==> src/rtl/mem_arbiter.sv <==
// Single-port RAM arbiter between instruction fetch and load/store data.
// Define ARB_STARVE_GUARD_EN to bound consecutive data grants while fetch waits.
module mem_arbiter #(
  parameter int ADDR_WIDTH   = 16,
  parameter int DATA_WIDTH   = 16,
  parameter int MAX_DATA_RUN = 4
) (
  input  logic                  clk,
  input  logic                  reset_n,

  input  logic                  if_req,
  input  logic [ADDR_WIDTH-1:0] if_addr,
  output logic                  if_gnt,
  output logic                  if_rvalid,
  output logic [DATA_WIDTH-1:0] if_rdata,

  input  logic                  d_req,
  input  logic                  d_we,
  input  logic [ADDR_WIDTH-1:0] d_addr,
  input  logic [DATA_WIDTH-1:0] d_wdata,
  output logic                  d_gnt,
  output logic                  d_rvalid,
  output logic [DATA_WIDTH-1:0] d_rdata,

  output logic                  mem_en,
  output logic                  mem_we,
  output logic [ADDR_WIDTH-1:0] mem_addr,
  output logic [DATA_WIDTH-1:0] mem_wdata,
  input  logic [DATA_WIDTH-1:0] mem_rdata
);

  localparam int OWN_FETCH = 1;
  localparam int OWN_DATA  = 0;

  if (MAX_DATA_RUN < 1) begin : g_bad_run
    $error("mem_arbiter: MAX_DATA_RUN must be at least 1");
  end

  logic [1:0] rd_owner;
  logic       fetch_force;

`ifdef ARB_STARVE_GUARD_EN
  localparam int RUN_W = $clog2(MAX_DATA_RUN + 1);
  localparam logic [RUN_W-1:0] RUN_MAX = RUN_W'(MAX_DATA_RUN);

  logic [RUN_W-1:0] run_cnt;

  // Counts data wins that happened while fetch was waiting; saturates at the limit.
  always_ff @(posedge clk or negedge reset_n) begin
    if (!reset_n) begin
      run_cnt <= '0;
    end else if (!if_req || if_gnt) begin
      run_cnt <= '0;
    end else if (d_gnt && (run_cnt != RUN_MAX)) begin
      run_cnt <= run_cnt + 1'b1;
    end
  end

  assign fetch_force = (run_cnt == RUN_MAX);
`else
  assign fetch_force = 1'b0;
`endif

  // NOTE: grants are gated by reset_n directly so the memory port is quiet for
  // the whole time reset is held, not just from the next clock edge.
  always_comb begin
    d_gnt  = reset_n && d_req && !(fetch_force && if_req);
    if_gnt = reset_n && if_req && !d_gnt;
  end

  always_comb begin
    mem_we    = 1'b0;
    mem_addr  = '0;
    mem_wdata = '0;
    if (d_gnt) begin
      mem_we    = d_we;
      mem_addr  = d_addr;
      mem_wdata = d_wdata;
    end else if (if_gnt) begin
      mem_addr  = if_addr;
    end
  end

  assign mem_en = if_gnt | d_gnt;

  // NOTE: state registers use non-blocking assignments so every flop samples
  // the pre-edge values of the grant logic.
  always_ff @(posedge clk or negedge reset_n) begin
    if (!reset_n) begin
      rd_owner <= 2'b00;
    end else begin
      rd_owner <= {if_gnt, d_gnt && !d_we};
    end
  end

  assign if_rvalid = rd_owner[OWN_FETCH];
  assign d_rvalid  = rd_owner[OWN_DATA];
  assign if_rdata  = mem_rdata;
  assign d_rdata   = mem_rdata;

endmodule

==> config.mk <==
export PLATFORM = sky130hd
export DESIGN_NAME = mem_arbiter
export DESIGN_NICKNAME = d
export VERILOG_FILES = /design/src/rtl/mem_arbiter.sv
export SDC_FILE = /design/constraint.sdc
export NUM_CORES = 1
export LEC_CHECK = 0
export ABC_AREA = 1
export CAP_MARGIN = 25
export CORE_ASPECT_RATIO = 0.75
export CORE_MARGIN = 10
export CORE_UTILIZATION = 18
export CTS_CLUSTER_SIZE = 16
export DETAILED_ROUTE_END_ITERATION = 8
export GPL_TIMING_DRIVEN = 0
export PLACE_DENSITY = 0.88
export SLEW_MARGIN = 5
export SYNTH_ARGS = -nofsm -noshare
export SYNTH_HDL_FRONTEND = slang
export SYNTH_SLANG_ARGS = --single-unit
==> constraint.sdc <==
create_clock -name clk -period 1.1 [get_ports clk]
set_clock_uncertainty 0.2 [all_clocks]
set_input_delay 0.22 -clock clk [delete_from_list [all_inputs] [get_ports clk]]
set_output_delay 0.22 -clock clk [all_outputs]
set_load 0.03 [all_outputs]
# Word-level counts from Yosys, hierarchy flattened
# Index checks and enable logic that the tools add are counted.
[classes] bitwise=1 n_reduce_logical=6 muxes=4
[ops] op="$mux W16" count=3
[ops] op="$logic_and A1 B1 Y1" count=4
[ops] op="$logic_not A1 Y1" count=2
[ops] op="$mux W1" count=1
[ops] op="$or A1 B1 Y1" count=1
[totals] input_bits=69 regBits=2 out_inout_bits=70

# Depth between registers and ports, before layout
# Gate-level depths: netlist of the first run.
[logic_depth] word_depth=5 mapped_depth=6 depth_no_buf=4

# Worst setup path after synthesis of the first run
# Ideal clock, no wire load.
[synth_timing] path_kind="input port to output port" start="input if_req" end="output if_gnt" arrival_time_ps=1145 slack_ps=-465 path_stages=3 path_buffers=1 required_time_ps=680 cell_sequence="buf_2 > inv_1 > nor3_1"
[synth_via] elab_chain_cells=2
[synth_lines] item="start, declared" line_no="11" source="input logic if_req,"
[synth_lines] item="$logic_and A1 B1 Y1 (2 in a row)" line_no="68" source="if_gnt = reset_n && if_req && !d_gnt;"
[synth_lines] item="end, declared" line_no="13" source="output logic if_gnt,"
# No other way between the ends.

# Worst setup path after layout of the first run
[layout_timing] start="input reset_n" end="output mem_addr[10]"
[layout_via] elab_chain_cells=5 elab_cells_between_ends=6
[layout_lines] item="start, declared" line_no="9" source="input logic reset_n,"
[layout_lines] item="$logic_and A1 B1 Y1" line_no="67" source="d_gnt = reset_n && d_req && !(fetch_force && if_req);"
[layout_lines] item="$logic_not A1 Y1" line_no="68"
[layout_lines] item="$logic_and A1 B1 Y1" line_no="68"
[layout_lines] item="$mux W16" line_no="79" source="end else if (if_gnt) begin"
[layout_lines] item="$mux W16 (*)" line_no="75" source="if (d_gnt) begin"
[layout_lines] item="end, declared" line_no="27" source="output logic [ADDR_WIDTH-1:0] mem_addr,"
# Every way passes the cells marked *; elsewhere a longest branch is shown, timed or not.

==> run metrics, run 1 <==
DRC errors left 0; Final Hold Fails 0; clock sink count 2; Worst VDD drop between 0.3 and 0.4 mV; cell row count 20; Area Growth Syn to Fin 288%; Slew Viols, Final 0; via count 1375; P per Cell Area 546 nW/µm²; multiplexer area fraction after synthesis 0; worst hold slack roughly 160 ps; TritonCTS Buffers 3; port bufs 121; status finished with violations; Crit path buffers/inverters 5; ranking of synthesized cells by area buf_4, nand2_1, nand4_1, inv_1, nor2_1; crit path time final 1420 ps; Final setup viols 39; most frequent cells in the layout buf_6, buf_4, dlygate4sd2_1; leakage power 1.55 nW; biggest regs rd_owner (2); core area approximately 4000 µm²; Adder-Cell Fraction of Synth Area 0; global-route wire length before repair approximately 7.8 mm; cell-internal power 0.000899 W; worst hold path type input pin to flop; failing checks setup timing; switching pwr around 0.00066 W; Final ANT Viol Nets 0; Synth Instances 131; critical path required time 680 ps; Global Route Usage Sum 0.137; CTS tree done; drt first-iter violations 18; RSZ-0062 raised after global routing true; Largest register FFs 2; synthesized area 737 µm²; Tcrit/Tclk final 1.29; DRT Pass-1 Iters 3; Seq pwr share 0.050; largest net degree at the start of global routing 11; starting density of the core 0.184; crit path launch reset_n; Clock power frac 0.182; Netlist cell types 14; Die Footprint 7080 µm²; Die W roughly 94 µm; Slowest-stage cell, CP buf_12; CTS Root Cell clkbuf_8; Reg with most FFs rd_owner; cell taking the most area after synthesis buf_4; Post-Synth XOR/XNOR Area 0; # IOs 139; CP Class input pin to output port; kind of cell adding the most delay to the critical path buffers and inverters; Sw Share 0.425; Vias/cell 4.08; Final Wtd Congestion ~0.75; Simple-Gate Fraction of Synth Area 0.413; post-synthesis compound-gate area fraction 0.00679; Die H 75.4 µm; most common cell after layout, fill and taps aside buf_6; number of global-route vias before repair around 1500; max_cap viols 0; Seq/Total Area, Yosys 0.0679; post-synth top area share 0.336; Synthesized Nets 200; FMAX 703 MHz; Placement Setup Slack -1440 ps; Worst EP arrival 1000 ps; Setup crit end kind output port; Worst path most repeated cell buf_12; layout cells sized above 1 0.638; CP max stage delay 130 ps; combinational group share of total power 0.768; HP Start d_we; Worst Tran Pin Value 314 ps; CTS Buffer Depth 2; grt total ovfl 0; Sum Neg Setup Slack -8540 ps; Yosys reg bits 2; DR WL/cell 16.1 µm; initial antenna violation count 0; CTS clk-pin slew, worst paths 30 ps; largest family of logic cells by synthesized area buffers and inverters; Startpoint Class input pin; max_slew headroom 0.791; Final Worst Setup Slack -323 ps; fin nets 353; DRT Wirelength 5.42 mm; # diodes 0; Syn Area/Cell approximately 5.6 µm²; hpwl dp between 4 and 5 mm; CTS H-tree lvls 1; crit-path max FO 5; Synth warnings 0; critical-path cell list buf_12 -> nand2_8 -> clkinv_8 -> buf_12 -> buf_12 -> nand2_4 -> nand2_4 -> buf_6
cells by family after synthesis:
family | Yosys count
buffers and inverters | 60
AO/OA/AOI/OAI | 1
flip-flops | 2
AND/OR/NAND/NOR | 68
final cells by class:
type | instances | area [µm²]
flip-flops and latches | 2 | 50.0
clock buffers | 3 | 41.3
well taps | 55 | 68.8
plain buffers | 38 | 322
multi-input cells | 70 | 708
repair buffers | 148 | 1570
inverters | 21 | 103
fillers | 320 | 1140
timing repair:
item,CTS,global route
setup endpoints to repair,72,43
hold endpoints to repair,2,0
hold buffers,1,0
setup buffers,17,7
pin swaps,31,30
gates resized for setup,426,38
gates cloned,5,1
path summary, 6_finish.rpt:
path / endpoint / slack (ps) / cells past startpoint
setup / recovery: mem_addr[10] / -320 / 8
hold / removal: rd_owner[0]$_DFF_PN0_ / 160 / 2
max in group asynchronous: rd_owner[1]$_DFF_PN0_ / 360 / 3
min in group asynchronous: rd_owner[0]$_DFF_PN0_ / 260 / 3
synth_stat cells:
library cell / n
a21oi_1: 1
buf_2: 4
buf_4: 33
buf_6: 1
buf_8: 1
dfrtp_1: 2
inv_1: 19
inv_2: 1
inv_6: 1
nand2_1: 32
nand2_4: 1
nand4_1: 16
nor2_1: 18
nor3_1: 1
routing by layer:
metal  global-route usage  wire length [µm]
met5                    0                 0
met4               0.0252                 0
met3               0.0512               447
met2                0.261              3090
met1                0.143              1880
stage by stage:
step / cell area, µm² / power (W) / util / std cells
floorplan: 1040 / 0.000658 / - / 131
global placement: 2320 / 0.00112 / 0.579 / 307
detailed placement: 2320 / 0.00114 / 0.579 / 307
CTS: 2770 / 0.00156 / 0.693 / 333
global route: 2860 / 0.00165 / 0.715 / 337
finish: 2860 / 0.00156 / 0.715 / 337
power by group through the flow:
stage,Sequential (W),Clock [W],Combinational (W)
after detailed placement,0.0000783,0,0.00106
after global placement,0.0000783,0,0.00104
after CTS,0.0000782,0.000294,0.00119
after global routing,0.0000783,0.000308,0.00126
final,0.0000783,0.000285,0.00120
after floorplan,0.0000844,0,0.000573
Power figures use the tool's default switching activity.
==> run 2: changes to the inputs <==
Settings changed: CORE_ASPECT_RATIO 0.75 to unset, CORE_MARGIN 10 to 3, GPL_ROUTABILITY_DRIVEN set to 0.
==> run metrics, run 2 (synthesis results as in run 1) <==
status finished with violations; failing checks setup timing; FMAX 706 MHz (+0.47%); starting density of the core 0.194 (+0.00994); global-route wire length before repair 6.91 mm (-11%); most common cell after layout, fill and taps aside buf_6; DRC errors left 0 (unchanged); sequential cell area 50.0 µm² (unchanged); critical path required time 680 ps (about the same); crit-path max FO 5 (unchanged); DR WL/cell 13.5 µm (-16%); drt first-iter violations 34 (+16); Final ANT Viol Nets 0 (unchanged); area of the multi-input gates 696 µm² (-1.8%); via count 1337 (-2.8%); DRT Pass-1 Iters 3 (unchanged); Startpoint Class input pin; RSZ-0062 raised after global routing true; Worst VDD drop 0.271 mV (-12%); port bufs 121 (unchanged); final core occ 0.740 (+0.0254); Tot Pwr 0.00153 W (-1.9%); Vias/cell 4.15 (+1.8%); Final setup viols 38 (-2.6%); biggest regs rd_owner (2); number of global-route vias before repair 1455 (-5.6%); largest net degree at the start of global routing 11 (unchanged); Tcrit/Tclk final 1.29 (-0.00608); CTS clk-pin slew, worst paths 30 ps (about the same); Worst Tran Pin Value 317 ps (+2.66 ps); leakage power 1.51 nW (-2.5%); crit path launch reset_n; max_cap viols 0 (unchanged); worst hold path type input pin to flop; clock sink count 2 (unchanged); cell row count 22 (+10%); Setup crit end kind output port; Global Route Usage Sum 0.172 (+0.0346); layout cells sized above 1 0.631 (-0.00691); most frequent cells in the layout buf_6, buf_4, dlygate4sd2_1; crit path time final 1420 ps (-6.69 ps); dpl cells 300 (-2.3%); Final Worst Setup Slack -317 ps (+6.69 ps); Die H 70.0 µm (-7.2%); Final Hold Fails 0 (unchanged); Largest register FFs 2 (unchanged); initial antenna violation count 0 (unchanged); HP Start d_we; Worst EP arrival 1000 ps (about the same); hold-critical path depth 2 (unchanged); Finished Layout Cells 322 (-4.5%); # diodes 0 (unchanged); Area Growth Syn to Fin 281%; CTS tree done; CTS Root Cell clkbuf_8; # IOs 139 (unchanged); Placement Setup Slack -1450 ps (-13.0 ps); max_slew headroom 0.790 (-0.00177); fin nets 345 (-2.3%); Die W 70.0 µm (-25%); grt total ovfl 0 (unchanged); Slew Viols, Final 0 (unchanged); Fillers 265 (-17%); Reg with most FFs rd_owner; P per Cell Area 546 nW/µm² (-0.11%); hpwl dp 3.18 mm (-23%); CP Class input pin to output port; Die Footprint 4900 µm² (-31%); TritonCTS Buffers 3 (unchanged); CTS Buffer Depth 2 (unchanged); CTS H-tree lvls 1 (unchanged); core area 3800 µm² (-5.1%); DRT Wirelength 4.36 mm (-19%)
run 2: changes by cell type in the layout (fill, tap and decap cells not counted), moves of 2 or more:
cell,before,now
buf_12,6,10
buf_4,45,39
buf_6,48,44
clkbuf_2,4,1
clkdlybuf4s15_1,28,30
dlygate4sd2_1,31,35
dlymetal6s2s_1,12,10
inv_1,5,0
inv_2,13,18
nand2_2,3,1
run 2: area by class of cell:
| cell class | instances | area share |
|---|---|---|
| buffer | 38 | 0.117 |
| clock buffer | 3 | 0.0147 |
| inverter | 21 | 0.0378 |
| multi-input combinational | 69 | 0.247 |
| sequential | 2 | 0.0178 |
| tap | 48 | 0.0214 |
| timing repair buffer | 141 | 0.544 |
run 2: stage by stage:
step	hold WS (ps)	instance area, µm²	TNS [ps]
detailed placement	244	2310	-58340
global placement	234	2310	-57240
finish	49.0	2810	-7840
floorplan	-276	1040	-2390
global route	78.1	2810	-8840
CTS	19.0	2730	-10330
run 2: repair_timing:
action | in CTS | in global routing
setup buffers | 12 | 6
hold buffers | 1 | 0
pin swaps | 29 | 36
setup endpoints to repair | 72 | 48
hold endpoints to repair | 2 | 0
gates resized for setup | 424 | 38
gates cloned | 3 | 1
run 2: final timing paths:
path | end | slack [ps]
max in group asynchronous | rd_owner[1]$_DFF_PN0_ | 350
worst min-delay path | rd_owner[0]$_DFF_PN0_ | 50
worst max-delay path | mem_addr[13] | -320
min in group asynchronous | rd_owner[0]$_DFF_PN0_ | 260
run 2: power by group:
group	internal [W]	total (W)	switching, W	leakage, nW
registers	0.0000770	0.0000785	0.00000142	0.0269
logic	0.000581	0.00117	0.000593	1.46
clock network	0.000231	0.000281	0.0000505	0.0216
total	0.000889	0.00153	0.000645	1.51
run 2: layer usage:
layer  global-route usage  wire length (µm)  vias up
met4               0.0298                21        0
met1                0.184              1500      608
met5                    0                 0        -
met2                0.348              2550       69
met3               0.0273               290        2
li1                     -                 -      658
run 2: critical path: stages:
cell and delay [ps]:
buf_12 120, nand2_8 90, clkinv_8 60, buf_12 130, buf_12 140, nand2_4 60, nand2_4 40, buf_6 130
